**src/rtl/hazard_pkg.sv**
```systemverilog
// Shared types and constants for the pipeline hazard/forwarding controller.
package hazard_pkg;

    // Stored destination width; wide enough for any supported register address width.
    localparam int unsigned RD_W = 8;

    localparam int unsigned FWD_RF = 0;

    // addi x0, x0, 0 -- the instruction loaded into IF/ID or ID/EX on flush/bubble
    localparam logic [31:0] NOP_INSN = 32'h0000_0013;

    typedef struct packed {
        logic            valid;
        logic [RD_W-1:0] rd;
        logic            wen;
        logic            load;
    } sb_entry_t;

endpackage

```
**src/rtl/hazard_fwd_sel.sv**
```systemverilog
// Per-source forwarding select: youngest matching writer, readiness check and operand mux.
module hazard_fwd_sel
    import hazard_pkg::*;
#(
    parameter int unsigned XLEN       = 32,
    parameter int unsigned AW         = 5,
    parameter int unsigned DEPTH      = 3,
    parameter int unsigned LOAD_STAGE = 1,
    parameter int unsigned SRC_W      = 2
) (
    input  logic                  src_used_i,
    input  logic [AW-1:0]         src_addr_i,
    input  logic [XLEN-1:0]       rf_data_i,
    input  sb_entry_t [DEPTH-1:0] sb_i,
    input  logic [DEPTH*XLEN-1:0] stg_data_i,
    output logic [XLEN-1:0]       fwd_data_o,
    output logic [SRC_W-1:0]      fwd_src_o,
    output logic                  not_ready_o
);

    logic [DEPTH-1:0] match;
    logic             hit;
    logic             hit_ready;
    logic [XLEN-1:0]  hit_data;
    logic [SRC_W-1:0] hit_src;

    always_comb begin
        for (int k = 0; k < int'(DEPTH); k++) begin
            match[k] = src_used_i && (src_addr_i != '0) && sb_i[k].valid && sb_i[k].wen &&
                       (sb_i[k].rd == RD_W'(src_addr_i));
        end
    end

    // Lowest index is the youngest writer; once found, older matches are ignored.
    always_comb begin
        hit       = 1'b0;
        hit_ready = 1'b0;
        hit_data  = '0;
        hit_src   = SRC_W'(FWD_RF);
        for (int k = 0; k < int'(DEPTH); k++) begin
            if (match[k] && !hit) begin
                hit       = 1'b1;
                hit_ready = !sb_i[k].load || (k >= int'(LOAD_STAGE));
                hit_data  = stg_data_i[k*XLEN +: XLEN];
                hit_src   = SRC_W'(k + 1);
            end
        end
    end

    always_comb begin
        fwd_data_o  = rf_data_i;
        fwd_src_o   = SRC_W'(FWD_RF);
        not_ready_o = hit && !hit_ready;
        if (hit && hit_ready) begin
            fwd_data_o = hit_data;
            fwd_src_o  = hit_src;
        end
    end

endmodule

```
**src/rtl/hazard_ctrl.sv**
```systemverilog
// Hazard, forwarding and flush controller beside the ID stage: in-flight writer scoreboard,
// operand forwarding, load-use stall, redirect flush and saturating event counters.
module hazard_ctrl
    import hazard_pkg::*;
#(
    parameter int unsigned XLEN       = 32,
    parameter int unsigned AW         = 5,
    parameter int unsigned DEPTH      = 3,
    parameter int unsigned LOAD_STAGE = 1,
    parameter int unsigned CNT_W      = 16
) (
    input  logic                         clk,
    input  logic                         reset,
    input  logic                         id_valid,
    input  logic [AW-1:0]                id_rs1_addr,
    input  logic [AW-1:0]                id_rs2_addr,
    input  logic                         id_rs1_used,
    input  logic                         id_rs2_used,
    input  logic [AW-1:0]                id_rd_addr,
    input  logic                         id_rf_wen,
    input  logic                         id_is_load,
    input  logic [XLEN-1:0]              id_rs1_data,
    input  logic [XLEN-1:0]              id_rs2_data,
    input  logic [DEPTH*XLEN-1:0]        stg_data,
    input  logic                         ex_redirect,
    output logic [XLEN-1:0]              fwd_rs1_data,
    output logic [XLEN-1:0]              fwd_rs2_data,
    output logic [$clog2(DEPTH+1)-1:0]   fwd_rs1_src,
    output logic [$clog2(DEPTH+1)-1:0]   fwd_rs2_src,
    output logic                         stall,
    output logic                         flush_if_id,
    output logic                         bubble_ex,
    output logic [CNT_W-1:0]             stall_cnt,
    output logic [CNT_W-1:0]             flush_cnt
);

    localparam int unsigned SRC_W = $clog2(DEPTH + 1);

    sb_entry_t [DEPTH-1:0] sb_q, sb_d;
    logic [CNT_W-1:0]      stall_cnt_q, stall_cnt_d;
    logic [CNT_W-1:0]      flush_cnt_q, flush_cnt_d;
    logic                  rs1_not_ready, rs2_not_ready;

    hazard_fwd_sel #(
        .XLEN(XLEN), .AW(AW), .DEPTH(DEPTH), .LOAD_STAGE(LOAD_STAGE), .SRC_W(SRC_W)
    ) u_fwd_rs1 (
        .src_used_i  (id_rs1_used),
        .src_addr_i  (id_rs1_addr),
        .rf_data_i   (id_rs1_data),
        .sb_i        (sb_q),
        .stg_data_i  (stg_data),
        .fwd_data_o  (fwd_rs1_data),
        .fwd_src_o   (fwd_rs1_src),
        .not_ready_o (rs1_not_ready)
    );

    hazard_fwd_sel #(
        .XLEN(XLEN), .AW(AW), .DEPTH(DEPTH), .LOAD_STAGE(LOAD_STAGE), .SRC_W(SRC_W)
    ) u_fwd_rs2 (
        .src_used_i  (id_rs2_used),
        .src_addr_i  (id_rs2_addr),
        .rf_data_i   (id_rs2_data),
        .sb_i        (sb_q),
        .stg_data_i  (stg_data),
        .fwd_data_o  (fwd_rs2_data),
        .fwd_src_o   (fwd_rs2_src),
        .not_ready_o (rs2_not_ready)
    );

    // A redirect squashes the ID instruction, so it overrides any load-use stall.
    always_comb begin
        stall       = id_valid && (rs1_not_ready || rs2_not_ready) && !ex_redirect;
        flush_if_id = ex_redirect;
        bubble_ex   = stall || ex_redirect;
    end

    always_comb begin
        sb_d          = sb_q;
        sb_d[0].valid = id_valid && !stall && !ex_redirect;
        sb_d[0].rd    = RD_W'(id_rd_addr);
        sb_d[0].wen   = id_rf_wen;
        sb_d[0].load  = id_is_load;
        for (int k = 1; k < int'(DEPTH); k++) begin
            sb_d[k] = sb_q[k-1];
        end
    end

    always_comb begin
        stall_cnt_d = stall_cnt_q;
        flush_cnt_d = flush_cnt_q;
        if (stall && (stall_cnt_q != '1)) begin
            stall_cnt_d = stall_cnt_q + CNT_W'(1);
        end
        if (ex_redirect && (flush_cnt_q != '1)) begin
            flush_cnt_d = flush_cnt_q + CNT_W'(1);
        end
    end

    always_ff @(posedge clk) begin
        if (reset) begin
            sb_q        <= '0;
            stall_cnt_q <= '0;
            flush_cnt_q <= '0;
        end else begin
            sb_q        <= sb_d;
            stall_cnt_q <= stall_cnt_d;
            flush_cnt_q <= flush_cnt_d;
        end
    end

    assign stall_cnt = stall_cnt_q;
    assign flush_cnt = flush_cnt_q;

endmodule

```
**config.mk**
```make
export PLATFORM = sky130hd
export DESIGN_NAME = hazard_ctrl
export DESIGN_NICKNAME = d
export VERILOG_FILES = /design/src/rtl/hazard_pkg.sv /design/src/rtl/hazard_fwd_sel.sv /design/src/rtl/hazard_ctrl.sv
export SDC_FILE = /design/constraint.sdc
export NUM_CORES = 1
export LEC_CHECK = 0
export BUFFER_PORTS_ARGS = -buffer_cell sky130_fd_sc_hd__buf_2
export CAP_MARGIN = 20
export CORE_AREA = 2 2 110 112
export DETAILED_ROUTE_END_ITERATION = 7
export DIE_AREA = 0 0 112 114
export GPL_TIMING_DRIVEN = 0
export PLACE_DENSITY = 0.76
export SLEW_MARGIN = 20
export SYNTH_ARGS = -nofsm -noshare
export SYNTH_HDL_FRONTEND = slang
export SYNTH_SLANG_ARGS = --single-unit
```
**constraint.sdc**
```tcl
create_clock -name clk -period 2.65 [get_ports clk]
set_input_delay 0.265 -clock clk [delete_from_list [all_inputs] [get_ports clk]]
set_output_delay 0.265 -clock clk [all_outputs]
set_load 0.03 [all_outputs]
```
==> flow_summary.json <==
{
  "synth_area_leaders": "dfxtp_1, nand3_1, mux2_2, nor2_1, nand2_1",
  "htreeDepth": 2,
  "met2_usage": 0.5661,
  "port_buffers": 284,
  "yosysWarningCount": 0,
  "synth_cells": 660,
  "cap_violations": 0,
  "r2r-start": "stall_cnt[0]",
  "wire_per_inst_microns": 20.00,
  "muxShareOfSynthArea": 0.08580,
  "critical_path_required_ns": 2.38,
  "cp-start-kind": "flop",
  "synth-adder-area-share": 0.005329,
  "yosys.cell_count.top_type": "nor2_1",
  "ys_seq_elements": 54,
  "areaGrowthSynthToFinish_pct": 62.56,
  "via_per_inst": 5.822,
  "numClockSinks": 54,
  "grt_usage": 0.3171,
  "synth_top_family_by_area": "simple AND/OR/NAND/NOR gates",
  "final_area_sq_um": 7634,
  "status": "finished with violations",
  "final_cells": 1121,
  "vias": 6527,
  "synthTopCellsByCount": "nor2_1, nand3_1, nand2_1",
  "fp.dieArea_sq_um": 12770,
  "failed_checks": "design-rule violations, negative setup slack",
  "core_sq_um": 11710,
  "placementRows": 40,
  "synth-compound-area-share": 0.2158,
  "routabilityCongestion": 0.9816,
  "ant_nets": 0,
  "clockBufferDepth": 2,
  "p_per_area_nw_per_um2": 288.1,
  "cp_max_fo": 8,
  "first_pass_iters": 8,
  "hold_end": "sb_d[16]",
  "ioPinCount": 286,
  "syn_area_sq_um": 4696,
  "cp_slowest_cell": "nor3_4",
  "vdd_drop_max_mv": 0.3170,
  "synth_simple_gate_area_share": 0.3075,
  "fin_skew_ns": 0.006182,
  "die_x_microns": 112,
  "rr_worst_depth": 6,
  "path_clk_slew_ns": 0.07,
  "cp-end-kind": "output pin",
  "tightestPinTransition_ns": 0.7457,
  "crit_chain": "xnor2_1 -> nand4_1 -> nor3_4 -> nor2_2 -> mux2_4 -> buf_12 -> mux2_4 -> buf_6",
  "setup_tns_ns": -1.852,
  "dp_cells": 1091,
  "path_buf_inv": 2,
  "synth-xor-area-share": 0.1007,
  "p_leak_nw": 3.323,
  "drv_slew": 0,
  "avgSynthCellArea_sq_um": 7.115,
  "drt_wl_total_microns": 22420,
  "hp-start": "id_rd_addr[3]",
  "antenna_found_initial": 4,
  "ys_types": 44,
  "reg2reg_to": "stall_cnt[9]",
  "synth_ff_type": "dfxtp_1",
  "rrSetupSlack_ns": 0.31,
  "slew_headroom": 0.4986,
  "synth_top_cell_by_area": "dfxtp_1",
  "cpMostUsedCell": "mux2_4",
  "place_hpwl_microns": 16350,
  "critPathKind": "reg -> out",
  "clk_latency_ns": 0.29,
  "finalHoldViolations": 0,
  "synth_nets": 845,
  "rsz0062_at_grt": "true",
  "hold_path_class": "in -> reg",
  "grt_pass1_vias": 5920,
  "fin_hold_ws_ns": 0.1803,
  "netlist.area_leader.share": 0.2302,
  "grt_first_pass_wirelength_microns": 32070,
  "max_stage_delay_ns": 0.43,
  "fin_nets": 1153,
  "seq_area_frac_synth": 0.2302,
  "cp_top_family": "simple AND/OR/NAND/NOR gates",
  "grt_start_max_net_pins": 19,
  "grt-busiest-layer": "met2",
  "drc": 1,
  "grt_use_met1": 0.3807,
  "min_period_ns": 2.737,
  "synth_edf_count": 0,
  "cts_root_buffer": "clkbuf_16",
  "drtIter0Drc": 852,
  "initial_core_util": 0.4010,
  "async_reset_ff_frac": 0,
  "hold_buffers": 0,
  "cp_data_arrival_time_ns": 2.47,
  "timing.final.crit_share": 1.033,
  "dieHeight_microns": 114,
  "numCtsBuffers": 5,
  "grt_use_met3": 0.05048,
  "cts_tree": "yes",
  "hold-path-cell-count": 2,
  "setup_viol": 37,
  "max_freq_mhz": 365.4,
  "drive_above_1_share": 0.4644,
  "overflow": 0,
  "dpl_cell_area_sq_um": 6301,
  "setup_ws_ns": -0.08681
}
layout make-up:
| cell class | count | area [sq um] |
|---|---|---|
| antenna | 5 | 12.51 |
| buffer | 50 | 437.9 |
| clock buffer | 5 | 125.1 |
| clock inverter | 3 | 48.80 |
| fill | 1059 | 4078 |
| inverter | 3 | 11.26 |
| multi-input combinational | 547 | 3694 |
| sequential | 54 | 1096 |
| tap | 147 | 183.9 |
| timing repair buffer | 307 | 2024 |
per-stage QoR:
step / setup WS [ns] / power [mW] / util
after floorplan: 0.09599 / 1.094 / -
after global placement: -0.6864 / 1.333 / 0.5380
after detailed placement: -0.6965 / 1.338 / 0.5380
after CTS: -0.09342 / 2.185 / 0.6246
after global routing: -0.1593 / 2.267 / 0.6516
final: -0.08681 / 2.199 / 0.6518
layer usage:
metal	wire length, microns	share of wire
met1	8463	0.38
met2	10990	0.49
met3	1855	0.083
met4	1114	0.050
met5	0	0
where the power goes:
| part | internal (mW) | leakage [nW] | total, mW | switching [mW] |
|---|---|---|---|---|
| Clock | 0.453 | 0.0820 | 0.770 | 0.317 |
| Combinational | 0.275 | 2.80 | 0.585 | 0.311 |
| Sequential | 0.827 | 0.442 | 0.844 | 0.0171 |
cell usage in the layout, fill, tap and decap left out, types with 7 or more instances in the layout:
cell type	Yosys	layout
a211oi_1	9	9
a21o_1	19	19
a21oi_1	18	18
a311oi_2	0	17
a31oi_1	35	33
and3_1	11	7
buf_2	13	224
buf_4	1	33
buf_6	2	59
clkbuf_2	0	8
clkbuf_4	0	8
dfxtp_1	54	46
mux2_2	34	31
nand2_1	76	76
nand3_1	79	76
nand4_1	9	9
nor2_1	87	86
nor2b_1	22	22
o21ai_1	1	13
o2bb2ai_1	13	10
xnor2_1	29	27
xor2_1	25	23
cell families (layout without fill, tap and decap cells):
family,count (synthesis),after routing
other cells,0,5
buf+inv,59,368
fa+ha+maj,2,2
flops,54,54
xor+xnor,54,54
mux,36,36
simple gates,310,310
compound gates,145,145
sequential cells by signal, summed over array words and instances (netlist names):
signal     cells
sb_q           7
stall_cnt     16
flush_cnt     16
sb_d          15
how the worst max path moves through the flow:
stage,slack [ns],from,endpoint,depth (start not counted)
5_1_grt,-0.16,sb_d[28],fwd_rs1_data[10],8
3_5_place_dp,-0.70,id_rs2_addr[4],fwd_rs2_data[30],10
2_1_floorplan,0.1,id_rs2_addr[1],fwd_rs2_data[1],8
6_report,-0.09,sb_q[27],fwd_rs1_data[10],8
3_3_place_gp,-0.69,id_rs2_addr[1],fwd_rs2_data[30],10
4_1_cts,-0.09,sb_d[27],fwd_rs1_data[10],8
worst register-to-register path, cell delays in order, from the launching register on:
cell and delay, ns:
dfxtp_1 0.47, ha_1 0.29, nand3_1 0.17, o31ai_1 0.65, a21oi_1 0.20, nand2_1 0.13
mux2_2 0.33
what timing repair did:
action                                  4_1_cts  5_1_grt
pin swaps                                    13       23
endpoints found under the hold margin         0        0
resized for setup                           227       66
endpoints found under the setup margin       69       65
gates cloned                                  0        1
buffers inserted                             14       15
Power figures use the tool's default switching activity.
